==> src/rtl/mips_debug_ctrl.sv <==
// Host-byte sequencer for the TP4 core: loads instruction memory,
// then runs the core continuously or one clock per step command.
module mips_debug_ctrl #(
  parameter int          ADDR_W    = 8,
  parameter logic [31:0] HALT_WORD = 32'hFFFF_FFFF
) (
  input  logic              CLK,
  input  logic              RESET,
  input  logic [7:0]        RX_DATA,
  input  logic              RX_VALID,
  input  logic              CPU_HALT,
  output logic [31:0]       INSTRUCTION_OUT,
  output logic              IMEM_WE,
  output logic [ADDR_W-1:0] IMEM_ADDR,
  output logic              CPU_EN,
  output logic              CPU_CLR,
  output logic              LOAD_OVF,
  output logic              DONE,
  output logic [31:0]       CYCLE_CNT
);

  typedef enum logic [2:0] {
    S_IDLE,
    S_LOAD,
    S_RUN,
    S_STEP_WAIT,
    S_STEP_EXEC,
    S_DONE
  } state_t;

  state_t            state;
  logic [23:0]       shift;
  logic [1:0]        byte_cnt;
  logic [ADDR_W-1:0] addr;
  logic [31:0]       word;

  logic is_l, is_c, is_s, is_n, is_r;

  assign is_l = RX_VALID && (RX_DATA == 8'h4C);
  assign is_c = RX_VALID && (RX_DATA == 8'h43);
  assign is_s = RX_VALID && (RX_DATA == 8'h53);
  assign is_n = RX_VALID && (RX_DATA == 8'h4E);
  assign is_r = RX_VALID && (RX_DATA == 8'h52);
  assign word = {shift, RX_DATA};

  always_ff @(posedge CLK or negedge RESET) begin
    if (!RESET) begin
      state           <= S_IDLE;
      shift           <= '0;
      byte_cnt        <= '0;
      addr            <= '0;
      INSTRUCTION_OUT <= '0;
      IMEM_WE         <= 1'b0;
      IMEM_ADDR       <= '0;
      CPU_EN          <= 1'b0;
      CPU_CLR         <= 1'b0;
      LOAD_OVF        <= 1'b0;
      DONE            <= 1'b0;
      CYCLE_CNT       <= '0;
    end else begin
      IMEM_WE <= 1'b0;
      CPU_CLR <= 1'b0;
      if (CPU_EN && (CYCLE_CNT != 32'hFFFF_FFFF))
        CYCLE_CNT <= CYCLE_CNT + 32'd1;
      unique case (state)
        S_IDLE: begin
          CPU_EN <= 1'b0;
          if (is_l) begin
            state    <= S_LOAD;
            addr     <= '0;
            byte_cnt <= '0;
            LOAD_OVF <= 1'b0;
          end else if (is_c) begin
            state  <= S_RUN;
            CPU_EN <= 1'b1;
          end else if (is_s) begin
            state <= S_STEP_WAIT;
          end
        end
        S_LOAD: begin
          if (RX_VALID) begin
            shift    <= word[23:0];
            byte_cnt <= byte_cnt + 2'd1;
            if (byte_cnt == 2'd3) begin
              IMEM_WE         <= 1'b1;
              INSTRUCTION_OUT <= word;
              IMEM_ADDR       <= addr;
              addr            <= addr + ADDR_W'(1);
              // halt marker wins over overflow on the last slot
              if (word == HALT_WORD) begin
                state <= S_IDLE;
              end else if (addr == '1) begin
                LOAD_OVF <= 1'b1;
                state    <= S_IDLE;
              end
            end
          end
        end
        S_RUN: begin
          if (CPU_HALT) begin
            CPU_EN <= 1'b0;
            DONE   <= 1'b1;
            state  <= S_DONE;
          end else if (is_s) begin
            CPU_EN <= 1'b0;
            state  <= S_STEP_WAIT;
          end
        end
        S_STEP_WAIT: begin
          if (CPU_HALT) begin
            DONE  <= 1'b1;
            state <= S_DONE;
          end else if (is_n) begin
            CPU_EN <= 1'b1;
            state  <= S_STEP_EXEC;
          end else if (is_c) begin
            CPU_EN <= 1'b1;
            state  <= S_RUN;
          end
        end
        S_STEP_EXEC: begin
          CPU_EN <= 1'b0;
          if (CPU_HALT) begin
            DONE  <= 1'b1;
            state <= S_DONE;
          end else begin
            state <= S_STEP_WAIT;
          end
        end
        S_DONE: begin
          CPU_EN <= 1'b0;
          if (is_r) begin
            DONE      <= 1'b0;
            CPU_CLR   <= 1'b1;
            CYCLE_CNT <= '0;
            state     <= S_IDLE;
          end
        end
        default: state <= S_IDLE;
      endcase
    end
  end

endmodule

==> config.mk <==
export PLATFORM = sky130hd
export DESIGN_NAME = mips_debug_ctrl
export DESIGN_NICKNAME = d
export VERILOG_FILES = /design/src/rtl/mips_debug_ctrl.sv
export SDC_FILE = /design/constraint.sdc
export NUM_CORES = 1
export LEC_CHECK = 0
export CAP_MARGIN = 5
export CORE_MARGIN = 2
export CORE_UTILIZATION = 50
export CTS_BUF_LIST = sky130_fd_sc_hd__clkbuf_8
export CTS_CLUSTER_DIAMETER = 80
export DETAILED_ROUTE_END_ITERATION = 10
export PLACE_DENSITY = 0.76
export SLEW_MARGIN = 20
export SYNTH_ARGS = -nofsm -noshare
export SYNTH_HDL_FRONTEND = slang
export SYNTH_SLANG_ARGS = --single-unit
==> constraint.sdc <==
create_clock -name CLK -period 6.1 [get_ports CLK]
set_input_delay 0.61 -clock CLK [delete_from_list [all_inputs] [get_ports CLK]]
set_output_delay 0.61 -clock CLK [all_outputs]
set_load 0.005 [all_outputs]
Word-level counts from Yosys, hierarchy flattened --
Cells that the tools add are included. Widths: inputs -> output; s select.
Cells by class: $add $sub $neg 3, multiply operators 0, divide/modulo/power cells 0, magnitude comparators 0, equality and inequality tests 26, shift-type cells 0, multiplexer cells 46, bitwise operators 0, reduce and logical (&&, ||, !) cells 20
Operators with widths (number):
- $mux 32 | 3
- $eq 8x7->1 const B | 5
- $mux 3 | 13
- $add 32x1->32 const B | 1
- $eq 32x32->1 const B | 1
- $ne 32x32->1 const B | 1
- $mux 8 | 3
- $mux 1 | 19
- $pmux 3 s6 | 1
- $pmux 8 s2 | 1
- $ne 2x2->1 const B | 7
- $ne 3x3->1 const B | 3
- $reduce_and 3->1 | 3
- $add 8x1->8 const B | 1
- $eq 8x8->1 const B | 1
- $reduce_and 4->1 | 2
- $eq 3x2->1 const B | 2
- $eq 3x3->1 const B | 2
- $logic_and 1x1->1 | 6
- $reduce_and 6->1 | 1
- $reduce_and 5->1 | 1
- $mux 2 | 2
- $ne 4x4->1 const B | 1
- $pmux 1 s2 | 2
- 12 further kinds | 13
Word-level totals: flip-flop bits (word level) 114, latch bits 0, bits in writable memories 0, bits in read-only memories 0, logic and storage cells 107, memories 0

Depth between registers and ports, before layout --
depth in word-level cells 6, gate-level depth with buffers 7

Worst setup path before layout --
OpenSTA, ideal clock, no wires.
path kind reg-to-reg, from register CYCLE_CNT[0], to register CYCLE_CNT[0], setup time 0.121 ns, arrival time 1.938 ns, required time 5.979 ns, slack 4.041 ns, stages on the path, launching flop included 8, path buffers 1, cells stage by stage dfrtp_1 -> ha_1 -> nand2_1 -> or3_4 -> o41ai_4 -> buf_6 -> xor2_1 -> nor2_1
On the way: cells in the longest elaborated chain, start to end 5, elaborated cells on any way between the ends 6, those cells by class add/sub (1); eq/ne (1); mux (3); reduce/logical (1)
Ends and longest elaborated chain:
- start, declared | RTL line 19 | output logic [31:0] CYCLE_CNT
- start signal, assigned | RTL line 64 | CYCLE_CNT <= CYCLE_CNT + 32'd1;
- branches (longest 2 deep; another with $add 32x1->32)
- $mux 32 (*) | RTL line 63 | if (CPU_EN && (CYCLE_CNT != 32'hFFFF_FFFF))
- $mux 32 | RTL line 132 | if (is_r) begin
- $mux 32 (*) | RTL line 65 | unique case (state)
Mark *: on every way between the ends. A chain may end at the register's enable or synchronous reset.

Worst setup path after layout --
from input port RX_DATA[7], to register CYCLE_CNT[22]
On the way: cells in the longest elaborated chain, start to end 4
Ends and longest elaborated chain:
- start, declared | RTL line 9 | input logic [7:0] RX_DATA,
- $eq 8x7->1 | RTL line 43 | assign is_r = RX_VALID && (RX_DATA == 8'h52);
- $logic_and 1x1->1 | RTL line 43
- $mux 32 | RTL line 132
- $mux 32 | RTL line 65
Every way passes these cells.

==> impl_metrics.csv <==
group,metric,value,unit
setup_path,crit_path_end_kind,"flop",
clock_tree,clock_insertion_delay_worst_skew,0.43,ns
synthesis,post-synth-top-count-cell,"sky130_fd_sc_hd__nand2_1",
synthesis,netlist_top_cells_count,"sky130_fd_sc_hd__nand2_1, sky130_fd_sc_hd__dfrtp_1, sky130_fd_sc_hd__nand3_1",
clock_tree,worst_setup_hold_path_clk_slew,0.07,ns
power_and_ir_drop,share_clk_of_total_power,0.258,
synthesis,synth_nets,627,
layout,antenna_cells,0,
timing,slew_headroom,0.350,
outcome,outcome,"finished clean",
power_and_ir_drop,vdd_ir_drop_max,289,uV
clock_tree,post-cts-setup-buffer-count,0,
setup_path,cp.arrival,3.49,ns
timing,final-hold-violation-count,0,
synthesis,synthesis.yosys.warnings,0,
floorplan,die-width,107,um
detailed_routing,route.vias.total,4697,
floorplan,row_count,37,
layout,fraction_of_layout_instances_using_a_drive_strength_above_1,0.0721,
power_and_ir_drop,power.sequential.fraction,0.393,
placed_design,dp_hpwl,8.39,mm
layout,area_growth,27.0,%
timing,min_period_over_period,0.514,
clock_tree,numCtsBuffers,17,
clock_tree,post_cts_hold_buffer_count,0,
synthesis,yosysUniqueCellTypes,52,
flow_run,maxCapViolations,0,
clock_tree,cts_num_sinks,114,
synthesis,postSynthAreaPerCell,8.72,um^2
grt,first_pass_grt_wire_length,21.0,mm
floorplan,initial_core_util,0.516,
power_and_ir_drop,reported_leakage_power,3.06,nW
timing,post-route-min-period,3.13,ns
layout,layout.area.seq,2850,um^2
synthesis,yosys_top_cell_by_area,"sky130_fd_sc_hd__dfrtp_1",
grt,grt.met2_usage,0.358,
clock_tree,tritoncts_clock_tree,"yes",
hold_path,min_path_type,"in2async",
synthesis,netlist_instances,611,
detailed_routing,post-route-drc-count,0,
power_and_ir_drop,power_per_cell_area,490,nW/um^2
synthesis,asyncSetResetFlopFracSynth,1.00,
synthesis,post_synth_instance_area,5330,um^2
grt,grt_util_met1,0.322,
detailed_routing,drt_wirelength,12.6,mm
grt,globalRoute.totalOverflow,0,
placed_design,place.gp.congestion,0.877,
detailed_routing,postRouteAntennaNets,0,
layout,area_taken_by_multi_input_logic_gates,2320,um^2
timing,rsz0062_at_grt,"no",
timing,finalMaxSlewViolations,0,
detailed_routing,detail_route.first_pass.iterations,5,
floorplan,io_pins,89,
timing,setup_total_negative_slack,0,ns
placed_design,port_buffers,88,
timing,timing.fmax,319,MHz
setup_path,cp.required,6.46,ns
timing,skew,0.0118,ns
grt,grt.met3_usage,0.0551,
detailed_routing,post_drt_wl_per_cell,14.9,um
power_and_ir_drop,p_sw_frac,0.358,
clock_tree,max-clock-path-buffers,2,
synthesis,dominantRegCellSynth,"sky130_fd_sc_hd__dfrtp_1",
floorplan,die_area,11500,um^2
grt,gr-max-usage-layer,"met2",
floorplan,vert_die_dim,107,um
detailed_routing,drtIter0Drc,323,
synthesis,ys_top_cells_by_area,"sky130_fd_sc_hd__dfrtp_1, sky130_fd_sc_hd__nand2_1, sky130_fd_sc_hd__nand3_1",
power_and_ir_drop,internal_power,2.13,mW
synthesis,synth_edf_count,0,
setup_path,worstSetupStartpointType,"input port",
synthesis,ys_seq_elements,114,
power_and_ir_drop,comb_power_share,0.349,
timing,timing.final.ws_setup,2.97,ns
layout,fillerInstances,813,
timing,transition_time_at_the_pin_with_the_least_slew_margin,0.970,ns
grt,number_of_global_route_vias_before_repair,4381,
placed_design,dp_worst_setup_slack,2.62,ns
setup_path,critical_path.max_fanout,33,
setup_path,worst-r2r-cell-count,5,
layout,final_net_count,710,
layout,stdcell_count,843,
detailed_routing,routed_via_density,5.57,
floorplan,core-area,10300,um^2
clock_tree,ctsHtreeMaxLevel,4,
timing,final.hold.worst_slack,0.207,ns
synthesis,synth_sequential_area_ratio,0.535,
grt,largest_net_degree_at_the_start_of_global_routing,63,
timing,report.final.setup_viol,0,
setup_path,setup.worst_path.class,"in2reg",
placed_design,post-place-cells,811,
power_and_ir_drop,p_switching,1.19,mW
clock_tree,root_buffer,"sky130_fd_sc_hd__clkbuf_8",
clock_tree,cts_resized,0,
grt,antenna_found_initial,0,
grt,grt_use_total,0.231,
synthesis,synth_top_area_frac,0.535,
-- layer usage --
layer / share of wire / wire length [um]
met2: 0.47 / 5890
met3: 0.066 / 831
met5: 0 / 0
met1: 0.45 / 5700
met4: 0.011 / 133
-- metrics by stage --
step           utilization  total power [mW]  cell area, um^2
3_3_place_gp         0.609              2.43             6280
2_1_floorplan            -              1.89             5330
3_5_place_dp         0.609              2.46             6280
5_1_grt              0.656              3.56             6770
6_report             0.656              3.32             6770
4_1_cts              0.656              3.33             6770
-- power by group through the flow --
| stage | Clock, mW | Sequential, mW | Combinational (mW) |
|---|---|---|---|
| 2_1_floorplan | 0 | 1.25 | 0.646 |
| 3_3_place_gp | 0 | 1.30 | 1.13 |
| 3_5_place_dp | 0 | 1.31 | 1.16 |
| 4_1_cts | 0.864 | 1.30 | 1.17 |
| 5_1_grt | 0.908 | 1.35 | 1.31 |
| 6_report | 0.855 | 1.30 | 1.16 |
-- path summary, 6_finish.rpt --
kind | end | slack, ns | from
max | CYCLE_CNT[22] | 2.97 | RX_DATA[7]
min | CYCLE_CNT[12] | 0.21 | RESET
max reg2reg | CYCLE_CNT[22] | 3.44 | state[0]
min reg2reg | IMEM_ADDR[7] | 0.48 | IMEM_ADDR[7]
max in group asynchronous | shift[20] | 4.67 | RESET
min in group CLK | IMEM_ADDR[7] | 0.48 | IMEM_ADDR[7]
-- logic make-up (layout without fill, tap and decap cells) --
kind of cell / count (synthesis) / after routing / share of synthesized area
mux: 2 / 2 / 0.00399
compound gates: 87 / 87 / 0.105
flops: 114 / 114 / 0.535
xor+xnor: 6 / 6 / 0.00986
buf+inv: 38 / 134 / 0.0291
fa+ha+maj: 4 / 4 / 0.00939
simple gates: 360 / 360 / 0.307
-- state kept, by name (all words and copies together) (netlist names) --
register and flops:
CYCLE_CNT 32, state 3, LOAD_OVF 1, byte_cnt 2, CPU_EN 1, DONE 1, INSTRUCTION_OUT 32, CPU_CLR 1
IMEM_WE 1, addr 8, shift 24, IMEM_ADDR 8
-- worst max-delay path, stage by stage --
cell and delay, ns:
sky130_fd_sc_hd__clkdlybuf4s50_1 0.58, sky130_fd_sc_hd__nand4bb_1 0.27, sky130_fd_sc_hd__nor2_1 0.15, sky130_fd_sc_hd__nand4_1 0.22, sky130_fd_sc_hd__clkinv_1 0.80, sky130_fd_sc_hd__or4_1 0.78, sky130_fd_sc_hd__nand2_1 0.08
-- cells in the final DEF, fill, tap and decap left out, types with 11 or more instances in the layout --
cell / instances
sky130_fd_sc_hd__nor2_1: 25
sky130_fd_sc_hd__o21ai_0: 25
sky130_fd_sc_hd__clkbuf_8: 18
sky130_fd_sc_hd__nand3_1: 27
sky130_fd_sc_hd__or3_1: 19
sky130_fd_sc_hd__a21oi_1: 25
sky130_fd_sc_hd__clkdlybuf4s50_1: 87
sky130_fd_sc_hd__inv_1: 11
sky130_fd_sc_hd__nand2_1: 224
sky130_fd_sc_hd__dfrtp_1: 114
sky130_fd_sc_hd__nand4_1: 16
-- layout make-up --
| cell class | count | area share |
|---|---|---|
| sequential | 114 | 0.422 |
| multi-input combinational | 459 | 0.343 |
| timing repair buffer | 90 | 0.132 |
| clock buffer | 18 | 0.0366 |
| clock inverter | 14 | 0.0349 |
| tap | 136 | 0.0251 |
| inverter | 12 | 0.00666 |
Power figures use the tool's default switching activity.
